$ cat src/rtl/ysyx_041514_if_responder_if.sv
// Fetch-port and memory read-channel bundle for the instruction-fetch responder.
interface ysyx_041514_if_responder_if #(
    parameter int unsigned XLEN = 64
);
    // Fetch side
    logic [XLEN-1:0] inst_addr_i;
    logic            if_rdata_valid_o;
    logic [XLEN-1:0] if_rdata_o;
    logic            if_access_fault_o;
    // Memory read channel
    logic            ar_valid_o;
    logic            ar_ready_i;
    logic [XLEN-1:0] ar_addr_o;
    logic            r_valid_i;
    logic            r_ready_o;
    logic [XLEN-1:0] r_data_i;
    logic [1:0]      r_resp_i;

    // Responder side: issues reads, serves the fetch stage
    modport master (
        input  inst_addr_i,
        output if_rdata_valid_o,
        output if_rdata_o,
        output if_access_fault_o,
        output ar_valid_o,
        input  ar_ready_i,
        output ar_addr_o,
        input  r_valid_i,
        output r_ready_o,
        input  r_data_i,
        input  r_resp_i
    );

    // Environment side: pc_reg/fetch plus the memory read master
    modport slave (
        output inst_addr_i,
        input  if_rdata_valid_o,
        input  if_rdata_o,
        input  if_access_fault_o,
        input  ar_valid_o,
        output ar_ready_i,
        input  ar_addr_o,
        output r_valid_i,
        input  r_ready_o,
        output r_data_i,
        output r_resp_i
    );
endinterface

$ cat src/rtl/ysyx_041514_if_responder.sv
// Instruction-fetch responder: one outstanding read per PC, holds the fetched
// word until the PC moves. Stale beats after a redirect are drained and dropped.
module ysyx_041514_if_responder #(
    parameter int unsigned XLEN = 64
) (
    input  logic                        clk,
    input  logic                        rst,
    ysyx_041514_if_responder_if.master  bus
);
    localparam int unsigned WORD_W = 32;

    typedef enum logic [1:0] {
        S_IDLE,
        S_REQ,
        S_WAIT,
        S_HIT
    } state_e;

    state_e            state;
    logic [XLEN-1:0]   req_addr;
    logic [WORD_W-1:0] data_buf;
    logic              fault_buf;
    logic              ar_valid_q;
    logic              r_ready_q;
    logic              addr_match;
    logic              in_hit;
    logic              rdata_valid;

    assign addr_match = (bus.inst_addr_i == req_addr);
    assign in_hit     = (state == S_HIT);

    // Fetch FSM: request, drain response, hold word until PC changes
    always_ff @(posedge clk or posedge rst) begin
        if (rst) begin
            state      <= S_IDLE;
            req_addr   <= '0;
            data_buf   <= '0;
            fault_buf  <= 1'b0;
            ar_valid_q <= 1'b0;
            r_ready_q  <= 1'b0;
        end else begin
            case (state)
                S_IDLE: begin
                    req_addr   <= bus.inst_addr_i;
                    ar_valid_q <= 1'b1;
                    state      <= S_REQ;
                end
                S_REQ: begin
                    // Address phase is never withdrawn once raised
                    if (ar_valid_q && bus.ar_ready_i) begin
                        ar_valid_q <= 1'b0;
                        r_ready_q  <= 1'b1;
                        state      <= S_WAIT;
                    end
                end
                S_WAIT: begin
                    if (bus.r_valid_i) begin
                        r_ready_q <= 1'b0;
                        if (addr_match) begin
                            data_buf  <= req_addr[2] ? bus.r_data_i[63:32]
                                                     : bus.r_data_i[31:0];
                            fault_buf <= (bus.r_resp_i != 2'b00);
                            state     <= S_HIT;
                        end else begin
                            // PC moved while in flight: drop beat, refetch
                            req_addr   <= bus.inst_addr_i;
                            ar_valid_q <= 1'b1;
                            state      <= S_REQ;
                        end
                    end
                end
                S_HIT: begin
                    // PC advance consumes the held instruction
                    if (!addr_match) begin
                        req_addr   <= bus.inst_addr_i;
                        ar_valid_q <= 1'b1;
                        state      <= S_REQ;
                    end
                end
                default: begin
                    state      <= S_IDLE;
                    ar_valid_q <= 1'b0;
                    r_ready_q  <= 1'b0;
                end
            endcase
        end
    end

    // Valid drops the moment the PC no longer matches the held word
    assign rdata_valid           = in_hit && addr_match;
    assign bus.if_rdata_valid_o  = rdata_valid;
    assign bus.if_rdata_o        = in_hit ? XLEN'(data_buf) : '0;
    assign bus.if_access_fault_o = fault_buf && rdata_valid;

    // Read channel driven straight from registers
    assign bus.ar_valid_o = ar_valid_q;
    assign bus.ar_addr_o  = {req_addr[XLEN-1:3], 3'b000};
    assign bus.r_ready_o  = r_ready_q;
endmodule

$ cat src/flat_wrapper.sv
// flat-port wrapper written by rule: the top's interface ports become plain ports
module ysyx_041514_if_responder_flat 
#(
    parameter int unsigned XLEN = 64
)
  (clk, rst, bus_inst_addr_i, bus_if_rdata_valid_o, bus_if_rdata_o, bus_if_access_fault_o, bus_ar_valid_o, bus_ar_ready_i, bus_ar_addr_o, bus_r_valid_i, bus_r_ready_o, bus_r_data_i, bus_r_resp_i);
  ysyx_041514_if_responder_if #(.XLEN(XLEN)) bus_i ();
  input  logic clk;
  input  logic rst;
  input wire logic [$bits(bus_i.inst_addr_i)-1:0] bus_inst_addr_i;
  output wire logic [$bits(bus_i.if_rdata_valid_o)-1:0] bus_if_rdata_valid_o;
  output wire logic [$bits(bus_i.if_rdata_o)-1:0] bus_if_rdata_o;
  output wire logic [$bits(bus_i.if_access_fault_o)-1:0] bus_if_access_fault_o;
  output wire logic [$bits(bus_i.ar_valid_o)-1:0] bus_ar_valid_o;
  input wire logic [$bits(bus_i.ar_ready_i)-1:0] bus_ar_ready_i;
  output wire logic [$bits(bus_i.ar_addr_o)-1:0] bus_ar_addr_o;
  input wire logic [$bits(bus_i.r_valid_i)-1:0] bus_r_valid_i;
  output wire logic [$bits(bus_i.r_ready_o)-1:0] bus_r_ready_o;
  input wire logic [$bits(bus_i.r_data_i)-1:0] bus_r_data_i;
  input wire logic [$bits(bus_i.r_resp_i)-1:0] bus_r_resp_i;
  assign bus_i.inst_addr_i = bus_inst_addr_i;
  assign bus_if_rdata_valid_o = bus_i.if_rdata_valid_o;
  assign bus_if_rdata_o = bus_i.if_rdata_o;
  assign bus_if_access_fault_o = bus_i.if_access_fault_o;
  assign bus_ar_valid_o = bus_i.ar_valid_o;
  assign bus_i.ar_ready_i = bus_ar_ready_i;
  assign bus_ar_addr_o = bus_i.ar_addr_o;
  assign bus_i.r_valid_i = bus_r_valid_i;
  assign bus_r_ready_o = bus_i.r_ready_o;
  assign bus_i.r_data_i = bus_r_data_i;
  assign bus_i.r_resp_i = bus_r_resp_i;
  ysyx_041514_if_responder #(.XLEN(XLEN)) u_core (.clk(clk), .rst(rst), .bus(bus_i));
endmodule
$ cat config.mk
export PLATFORM = sky130hd
export DESIGN_NAME = ysyx_041514_if_responder_flat
export DESIGN_NICKNAME = d
export VERILOG_FILES = /design/src/rtl/ysyx_041514_if_responder_if.sv /design/src/rtl/ysyx_041514_if_responder.sv /design/src/flat_wrapper.sv
export SDC_FILE = /design/constraint.sdc
export NUM_CORES = 1
export LEC_CHECK = 0
export ABC_CLOCK_PERIOD_IN_PS = 4350
export BUFFER_PORTS_ARGS = -buffer_cell sky130_fd_sc_hd__buf_2
export CORE_MARGIN = 1
export CORE_UTILIZATION = 40
export CTS_BUF_LIST = sky130_fd_sc_hd__clkbuf_4
export DETAILED_ROUTE_END_ITERATION = 8
export PLACE_DENSITY_LB_ADDON = 0.05
export SLEW_MARGIN = 20
export SYNTH_ARGS = -nofsm -noshare
export SYNTH_HDL_FRONTEND = slang
export SYNTH_SLANG_ARGS = --single-unit
$ cat constraint.sdc
create_clock -name clk -period 4.35 [get_ports clk]
set_input_delay 0.87 -clock clk [delete_from_list [all_inputs] [get_ports clk]]
set_output_delay 0.87 -clock clk [all_outputs]
set_load 0.005 [all_outputs]
==> results of run 1 <==
layout by cell type (no fill, tap or decap), drive strengths merged:
cell type | Yosys | routed
o21ai | 1 | 1
nor2b | 1 | 1
and3 | 1 | 1
ha | 4 | 4
clkbuf | 6 | 12
nand4 | 4 | 4
clkinv | 0 | 2
a21oi | 3 | 3
inv | 5 | 5
bufinv | 0 | 1
conb | 1 | 35
buf | 106 | 233
mux2 | 128 | 128
o32ai | 1 | 1
nor4 | 17 | 17
nand3 | 1 | 1
or2 | 2 | 2
nand2 | 2 | 2
and2 | 33 | 33
a21o | 1 | 1
mux2i | 3 | 3
dfrtp | 101 | 101
nor2 | 2 | 2
xor2 | 64 | 64
a211oi | 1 | 1
state kept, by name, summed over array words and instances (netlist names):
signal	count
u_core.fault_buf	1
u_core.bus.r_ready_o	1
u_core.bus.ar_valid_o	1
u_core.state	2
u_core.req_addr	64
u_core.data_buf	32
how the worst max path moves through the flow:
stage	to	slack (ns)	cells past startpoint
6_report	bus_if_access_fault_o	0.69	7
3_3_place_gp	bus_if_access_fault_o	0.61	7
5_1_grt	bus_if_access_fault_o	0.52	6
4_1_cts	bus_if_access_fault_o	0.63	7
2_1_floorplan	u_core.bus.ar_valid_o$_DFFE_PP0P_	0.83	1
3_5_place_dp	bus_if_access_fault_o	0.64	7
routing by layer:
metal	up-vias	global-route usage, %	wire (µm)
li1	1848	-	-
met1	1808	19.8	5450
met2	151	25.6	5760
met3	16	4.56	862
met4	2	7.37	229
met5	-	0	13
worst max-delay path: stages:
cell     delay [ns]
buf_2          0.11
xor2_1         0.13
nor4_1         0.40
nand4_1        0.28
nor4_4         0.62
and3_1         0.25
buf_2          0.13
kinds of logic after synthesis:
group	share of synthesized area, %
flip-flops	40.9
buffers and inverters	14.2
adder cells (fa/ha/maj)	0.810
other	0.0607
multiplexers	27.5
AO/OA/AOI/OAI	0.911
AND/OR/NAND/NOR	6.64
XOR/XNOR	9.07
cell type report:
type | count | area (µm²)
inverter | 5 | 23.8
clock buffer | 12 | 90.1
fill | 1464 | 8140
tap | 188 | 235
timing repair buffer | 233 | 1190
sequential | 101 | 2530
multi-input combinational | 304 | 2910
clock inverter | 3 | 37.5
power groups by stage:
stage / registers [W] / clock network (W) / logic [W]
after global routing: 0.00162 / 0.000556 / 0.00212
after detailed placement: 0.00158 / 0 / 0.00197
after global placement: 0.00157 / 0 / 0.00195
final: 0.00157 / 0.000491 / 0.00194
after floorplan: 0.00153 / 0 / 0.00186
after CTS: 0.00157 / 0.000518 / 0.00198
per-stage QoR:
step / power, W / std cells / instance area (µm²) / setup slack (ns) / util (%)
floorplan: 0.00339 / 522 / 6310 / 0.833 / -
global placement: 0.00353 / 831 / 6880 / 0.610 / 45.4
detailed placement: 0.00356 / 831 / 6880 / 0.640 / 45.4
CTS: 0.00407 / 846 / 7000 / 0.634 / 46.2
global route: 0.00430 / 846 / 7010 / 0.519 / 46.3
finish: 0.00400 / 846 / 7010 / 0.691 / 46.3
==> results.py, run 1 <==
metrics = {
    "sta": {
        "hold_ws_ns": 0.495,
        "min_period_over_period_pct": 84.1,
        "worstMarginPinSlew_ns": 0.979,
        "hold_violations": 0,
        "slew_headroom_pct": 34.7,
        "fin_setup_tns_ns": 0,
        "setup_viol": 0,
        "rsz0062_at_grt": "false",
        "worst_clock_skew_ns": 0.0134,
        "max_freq_mhz": 273,
        "slew_violations": 0,
        "final.min_clock_period_ns": 3.66,
    },
    "logic_synthesis": {
        "avgSynthCellArea_um2": 12.7,
        "synth_warnings": 0,
        "synth.distinct_cells": 27,
        "yosysMostFrequentCell": "dfrtp_1",
        "synthTopCellsByCount": "dfrtp_1 (101), buf_4 (96), mux2_2 (67)",
        "yosys.area.top_type": "dfrtp_1",
        "netlist_instances": 488,
        "synth.top_cells.by_area": "dfrtp_1 (41%), mux2_4 (15%), mux2_2 (12%), buf_4 (12%), xor2_1 (9.1%)",
        "synth-seq-area-share_pct": 40.9,
        "yosys_most_used_dff": "dfrtp_1",
        "synth_area_um2": 6180,
        "async_flop_share_pct": 100,
        "synth.top_cell.area_share_pct": 40.9,
        "synth_edf_count": 0,
        "ys_seq_elements": 101,
    },
    "power_and_ir_drop": {
        "p_switching_w": 0.00139,
        "switching_share_pct": 34.8,
        "clkPwrFrac_pct": 12.3,
        "internal_power_w": 0.00261,
        "pwr-share-comb_pct": 48.5,
        "pwr_density_cell_nw_per_um2": 571,
        "peakVddDrop_mv": 0.298,
        "sequentialPowerShare_pct": 39.2,
        "p_leak_nw": 3.77,
    },
    "worst_setup_path": {
        "reg2reg_slack_ns": 1.40,
        "critPathLaunchType": "input pin",
        "critPathMaxFanout": 7,
        "arrival_ns": 2.79,
        "cp.required_ns": 3.48,
        "startpoint": "bus_inst_addr_i[49]",
        "rr_endpoint": "u_core.data_buf[15]$_DFFE_PP0P_",
        "critPathKind": "in2out",
        "reg2reg_depth": 6,
        "reg2reg_from": "u_core.req_addr[49]$_DFFE_PP0P_",
        "worstSetupEndpointType": "primary output",
    },
    "clock_network": {
        "cts_tree": "yes",
        "cts_max_level": 3,
        "clkSinkCount": 101,
        "root_buffer": "clkbuf_4",
        "cts_setup_buffers": 0,
        "clk_pin_slew_worst_paths_ns": 0.15,
        "clk_path_buf_depth": 2,
        "ctsResizeCount": 0,
        "cts.hold.buffers_added": 0,
        "cts_buffers": 9,
        "clk_latency_ns": 0.46,
    },
    "floorplanning": {
        "row_count": 45,
        "start_util_pct": 40.8,
        "fp.dieH_um": 126,
        "dieArea_um2": 16000,
        "io_pins": 266,
        "core_um2": 15100,
        "die_x_um": 126,
    },
    "global_route": {
        "grt_usage_pct": 15.9,
        "overflow": 0,
        "antenna_found_initial": 1,
        "grt_max_degree": 80,
        "grt_pass1_vias": 3771,
        "grt_pass1_wl_mm": 19.7,
    },
    "min_path": {
        "hold_depth": 2,
        "holdCritStartpoint": "u_core.bus.r_ready_o$_DFFE_PP0P_",
        "worstHoldEndpoint": "u_core.bus.r_ready_o$_DFFE_PP0P_",
        "hold_path.class": "reg2reg",
    },
    "detailed_routing": {
        "viasPerCell": 4.52,
        "wl_mm": 12.3,
        "ant_nets": 0,
        "via_count": 3825,
        "drcViolationCount": 0,
        "drt_iter0_drc": 99,
        "wl_per_cell_um": 14.6,
        "drt_pass1_iterations": 4,
    },
    "run_status": {
        "outcome": "completed",
    },
    "finish": {
        "syn_to_final_growth_pct": 13.4,
        "diodes": 0,
        "final_nets": 792,
        "drive_above_1_share_pct": 57.6,
    },
    "placed_design": {
        "gp_congestion": 0.730,
        "numPortBuffers": 230,
        "hpwl_mm": 9.14,
    },
    "run": {
        "cap_violations": 0,
    },
}
Power figures use the tool's default switching activity.
==> run 2: changes to the inputs <==
ABC_AREA = 1   (was default)
ABC_CLOCK_PERIOD_IN_PS = 3100   (was 4350)
clock period = 3.1 ns   (was 4.35 ns; I/O delays follow)
==> results.py, run 2 <==
metrics = {
    "run_status": {
        "outcome": "completed",
    },
    "detailed_routing": {
        "drt_pass1_iterations": 5,
        "drt_iter0_drc": 163,
        "wl_mm": 14.0,
        "wl_per_cell_um": 11.1,
        "viasPerCell": 4.17,
        "drcViolationCount": 0,
        "via_count": 5268,
        "ant_nets": 0,
    },
    "sta": {
        "fin_setup_tns_ns": 0,
        "final.min_clock_period_ns": 2.73,
        "max_freq_mhz": 366,
        "setup_viol": 0,
        "slew_headroom_pct": 48.6,
        "rsz0062_at_grt": "false",
        "slew_violations": 0,
        "hold_violations": 0,
        "setup_ws_ns": 0.370,
        "min_period_over_period_pct": 88.1,
        "worstMarginPinSlew_ns": 0.769,
        "worst_clock_skew_ns": 0.0191,
    },
    "placed_design": {
        "gp_congestion": 0.746,
        "hpwl_mm": 10.6,
        "pre_cts_ws_ns": 0.466,
        "numPortBuffers": 230,
    },
    "worst_setup_path": {
        "critPathTopFamily": "simple AND/OR/NAND/NOR gates",
        "reg2reg_depth": 13,
        "cp.required_ns": 2.48,
        "crit_top_cell": "nand2_1",
        "path_cells": "inv_1, nand2_1, nand2_1, nor2_1, nand2_1, nor2_1, nand2_1, nor2_4, nand3_1, nor2_1, buf_2",
        "arrival_ns": 2.11,
        "critPathBufInv": 2,
        "critPathKind": "reg2out",
        "worstSetupEndpointType": "primary output",
        "cpMaxStageDelayCell": "dfrtp_1",
        "critPathMaxFanout": 5,
        "cp_slowest_stage_delay_ns": 0.43,
        "path_depth": 11,
        "critPathLaunchType": "register",
    },
    "logic_synthesis": {
        "synth_top_family_by_area": "simple AND/OR/NAND/NOR gates",
        "async_flop_share_pct": 100,
        "ys_seq_elements": 101,
        "synth.distinct_cells": 23,
        "synth_edf_count": 0,
        "yosysMostFrequentCell": "nand2_1",
        "synthTopCellsByCount": "nand2_1 (315), inv_1 (130), dfrtp_1 (101)",
        "synth_compound_area_share_pct": 6.40,
        "synth-simple-area-share_pct": 23.7,
        "avgSynthCellArea_um2": 7.20,
        "muxShareOfSynthArea_pct": 5.03,
        "yosys_most_used_dff": "dfrtp_1",
        "synth-xor-area-share_pct": 2.61,
        "synthAdderAreaFrac_pct": 0.786,
        "netlist_instances": 884,
        "synth.top_cells.by_area": "dfrtp_1 (40%), nand2_1 (19%), buf_4 (12%), inv_1 (7.7%), mux2i_1 (5.0%)",
        "synth-seq-area-share_pct": 39.7,
        "yosys.area.top_type": "dfrtp_1",
        "synth.top_cell.area_share_pct": 39.7,
        "synth_warnings": 0,
        "synth_area_um2": 6370,
    },
    "floorplanning": {
        "fp.dieH_um": 128,
        "core_um2": 15400,
        "die_x_um": 128,
        "start_util_pct": 41.4,
        "dieArea_um2": 16400,
        "io_pins": 266,
        "row_count": 45,
    },
    "power_and_ir_drop": {
        "p_leak_nw": 4.52,
        "sequentialPowerShare_pct": 41.0,
        "pwr_density_cell_nw_per_um2": 731,
        "peakVddDrop_mv": 0.318,
        "pwr-share-comb_pct": 45.8,
        "clkPwrFrac_pct": 13.2,
        "switching_share_pct": 42.1,
        "p_switching_w": 0.00225,
        "internal_power_w": 0.00309,
    },
    "clock_network": {
        "root_buffer": "clkbuf_4",
        "cts_setup_buffers": 0,
        "cts_buffers": 9,
        "clk_latency_ns": 0.47,
        "clk_path_buf_depth": 2,
        "clk_pin_slew_worst_paths_ns": 0.16,
        "cts_max_level": 3,
        "cts_tree": "yes",
        "clkSinkCount": 101,
    },
    "min_path": {
        "hold_path.class": "in2async",
    },
    "global_route": {
        "antenna_found_initial": 1,
        "overflow": 0,
        "grt_usage_pct": 17.5,
        "grt_pass1_wl_mm": 22.4,
        "grt_max_degree": 67,
        "grt_pass1_vias": 4677,
    },
    "finish": {
        "regMostFlops": "u_core.req_addr",
        "drive_above_1_share_pct": 25.2,
        "layout_commonest_cell": "nand2_1",
        "largestRegisters": "u_core.req_addr x64, u_core.data_buf x32, u_core.state x2",
        "largest_reg_flops": 64,
        "final_nets": 1183,
        "final_cell_mix": "nand2_1 (315), buf_2 (230), inv_1 (129)",
        "nFillCells": 1645,
        "syn_to_final_growth_pct": 14.7,
    },
    "run": {
        "cap_violations": 0,
    },
}
[run 2: layout make-up]
class / count / area (µm²) / area share, %
sequential: 101 / 2530 / 34.6
timing repair buffer: 242 / 1280 / 17.5
inverter: 131 / 495 / 6.78
clock buffer: 10 / 75.1 / 1.03
tap: 211 / 264 / 3.61
multi-input combinational: 560 / 2600 / 35.6
antenna: 1 / 2.50 / 0.0343
clock inverter: 6 / 63.8 / 0.873
[run 2: logic make-up after synthesis]
kind of cell,after synthesis
adder cells (fa/ha/maj),4
AO/OA/AOI/OAI,81
AND/OR/NAND/NOR,389
other,1
buffers and inverters,257
flip-flops,101
XOR/XNOR,19
multiplexers,32
[run 2: power by group through the flow]
stage / sequential, W / clock (W) / combinational (W)
finish: 0.00219 / 0.000705 / 0.00245
floorplan: 0.00213 / 0 / 0.00221
global placement: 0.00221 / 0 / 0.00249
detailed placement: 0.00221 / 0 / 0.00251
CTS: 0.00219 / 0.000750 / 0.00251
global route: 0.00227 / 0.000795 / 0.00287
[run 2: repair_timing]
item	CTS	global route
setup endpoints to repair	0	1
hold buffers	0	0
resized for setup	0	1
[run 2: final timing paths]
check / startpoint / to / slack [ns]
setup / recovery: u_core.req_addr[55]$_DFFE_PP0P_ / bus_if_access_fault_o / 0.37
max in group asynchronous: rst / u_core.req_addr[39]$_DFFE_PP0P_ / 2.15
hold / removal: rst / u_core.req_addr[62]$_DFFE_PP0P_ / 0.25
hold reg to reg: u_core.data_buf[23]$_DFFE_PP0P_ / u_core.data_buf[23]$_DFFE_PP0P_ / 0.51
min in group clk: bus_inst_addr_i[5] / u_core.req_addr[5]$_DFFE_PP0P_ / 0.40
setup reg to reg: u_core.req_addr[55]$_DFFE_PP0P_ / u_core.req_addr[37]$_DFFE_PP0P_ / 0.94
[run 2: metrics by stage]
| step | std cells | cell area [µm²] | power [W] | hold WS, ns | util (%) |
|---|---|---|---|---|---|
| finish | 1262 | 7310 | 0.00534 | 0.251 | 47.5 |
| global route | 1262 | 7310 | 0.00593 | 0.247 | 47.5 |
| CTS | 1261 | 7300 | 0.00545 | 0.231 | 47.5 |
| detailed placement | 1245 | 7160 | 0.00472 | 0.474 | 46.6 |
| global placement | 1245 | 7160 | 0.00469 | 0.472 | 46.6 |
| floorplan | 918 | 6500 | 0.00433 | 0.453 | - |
[run 2: per-layer routing]
metal	vias up	track usage (%)	wire (µm)
met5	-	0	0
met4	0	4.22	167
met3	9	5.84	921
met2	163	28.7	6450
met1	2253	22.2	6480
li1	2843	-	-
==> run 3: changes to the inputs <==
ABC_CLOCK_PERIOD_IN_PS = 2650   (was 3100)
MAX_ROUTING_LAYER = met4   (was default)
clock period = 2.65 ns   (was 3.1 ns; I/O delays follow)
==> results.py, run 3 (synthesis results as in run 2) <==
metrics = {
    "global_route": {
        "grt_usage_pct": 18.3,
        "grt_pass1_wl_mm": 22.6,
        "grt_max_degree": 67,
        "overflow": 0,
        "antenna_found_initial": 2,
        "grt_pass1_vias": 4602,
    },
    "sta": {
        "worstMarginPinSlew_ns": 0.739,
        "max_freq_mhz": 398,
        "slew_headroom_pct": 50.6,
        "setup_ws_ns": 0.138,
        "fin_setup_tns_ns": 0,
        "slew_violations": 0,
        "setup_viol": 0,
        "min_period_over_period_pct": 94.8,
        "hold_violations": 0,
        "rsz0062_at_grt": "true",
        "worst_clock_skew_ns": 0.0242,
        "final.min_clock_period_ns": 2.51,
        "hold_ws_ns": 0.164,
    },
    "clock_network": {
        "root_buffer": "clkbuf_4",
        "clk_pin_slew_worst_paths_ns": 0.15,
        "cts_tree": "yes",
        "clk_latency_ns": 0.47,
        "clk_path_buf_depth": 2,
        "clkSinkCount": 101,
        "cts_buffers": 9,
        "cts_max_level": 3,
    },
    "floorplanning": {
        "start_util_pct": 41.4,
        "io_pins": 266,
        "die_x_um": 128,
        "row_count": 45,
        "fp.dieH_um": 128,
        "core_um2": 15400,
        "dieArea_um2": 16400,
    },
    "power_and_ir_drop": {
        "pwr_density_cell_nw_per_um2": 846,
        "p_leak_nw": 4.56,
        "power_w": 0.00624,
        "peakVddDrop_mv": 0.362,
    },
    "detailed_routing": {
        "wl_mm": 14.1,
        "drt_iter0_drc": 200,
        "ant_nets": 0,
        "wl_per_cell_um": 11.1,
        "drcViolationCount": 0,
        "drt_pass1_iterations": 4,
        "via_count": 5259,
        "viasPerCell": 4.15,
    },
    "run": {
        "cap_violations": 0,
    },
    "placed_design": {
        "hpwl_mm": 10.6,
        "pre_cts_ws_ns": 0.192,
        "dpl-instance-area_um2": 7170,
        "gp_congestion": 0.780,
        "numPortBuffers": 230,
    },
    "worst_setup_path": {
        "critPathMaxFanout": 4,
        "critPathLaunchType": "register",
        "arrival_ns": 1.98,
        "cp.required_ns": 2.12,
        "critPathKind": "reg2out",
        "worstSetupEndpointType": "primary output",
    },
    "finish": {
        "final_cell_mix": "nand2_1 (315), buf_2 (230), inv_1 (129)",
        "final_nets": 1186,
        "syn_to_final_growth_pct": 15.8,
        "regMostFlops": "u_core.req_addr",
        "largest_reg_flops": 64,
        "nFillCells": 1604,
        "ff_latch_area_um2": 2530,
        "layout_commonest_cell": "nand2_1",
        "fin_area_um2": 7370,
        "drive_above_1_share_pct": 25.6,
        "multi_input_area_um2": 2620,
        "largestRegisters": "u_core.req_addr x64, u_core.data_buf x32, u_core.state x2",
    },
    "run_status": {
        "outcome": "completed",
    },
    "min_path": {
        "hold_path.class": "in2async",
    },
}
==> run 3: changes by cell type in the layout (fill, tap and decap cells not counted), sizes merged <==
cell / previous run / this run
clkinv: 3 / 1
clkinvlp: 3 / 1
diode: 1 / 2
buf: 242 / 245
clkbuf: 10 / 14
==> run 3: timing repair <==
action                     CTS  global route
pin swaps                    1             4
setup endpoints to repair    2            13
setup buffers                0             5
hold buffers                 0             0
gates resized for setup      2             3
==> run 3: worst paths after layout <==
| check | from | endpoint | slack (ns) | cells after the start |
|---|---|---|---|---|
| setup / recovery | u_core.req_addr[17]$_DFFE_PP0P_ | bus_if_access_fault_o | 0.14 | 9 |
| hold / removal | rst | u_core.data_buf[24]$_DFFE_PP0P_ | 0.16 | 2 |
| min in group clk | bus_inst_addr_i[4] | u_core.req_addr[4]$_DFFE_PP0P_ | 0.31 | 3 |
| setup reg to reg | u_core.req_addr[61]$_DFFE_PP0P_ | u_core.data_buf[15]$_DFFE_PP0P_ | 0.59 | 14 |
| hold reg to reg | u_core.data_buf[15]$_DFFE_PP0P_ | u_core.data_buf[15]$_DFFE_PP0P_ | 0.50 | 2 |
| max in group asynchronous | rst | u_core.req_addr[33]$_DFFE_PP0P_ | 1.83 | 3 |
==> run 3: per-stage QoR <==
stage	utilization [%]	cells
final	48.0	1266
after global routing	48.0	1266
after CTS	47.6	1259
after detailed placement	46.6	1243
after global placement	46.6	1243
after floorplan	-	918
==> run 3: power breakdown <==
group          switching, W  internal (W)  leakage, nW
Clock              0.000500      0.000340       0.0801
Sequential         0.000494       0.00207         1.28
Combinational       0.00160       0.00124         3.20
==> run 3: final cells by class <==
type                            instances  share of cell area [%]
Multi-Input combinational cell        560                    35.5
Clock buffer                           14                    1.43
Tap cell                              211                    3.58
Clock inverter                          2                   0.458
Sequential cell                       101                    34.3
Inverter                              131                    6.72
Antenna cell                            2                  0.0679
Timing Repair Buffer                  245                    18.0
==> run 3: worst max-delay path: stages, from the launching register on <==
cell and delay, ns:
dfrtp_1 0.43, xor2_1 0.17, nor2_1 0.13, nand2_1 0.07, nor2_1 0.10, nand2_1 0.12, nor2_4 0.19, nand3_4 0.11
nor2_2 0.10, buf_2 0.11
==> run 3: routing by layer <==
metal | track usage (%) | up-vias | routed length [µm]
li1 | - | 2852 | -
met1 | 23.1 | 2233 | 6460
met2 | 28.3 | 165 | 6500
met3 | 5.43 | 9 | 982
met4 | 5.12 | 0 | 163
met5 | - | - | 0
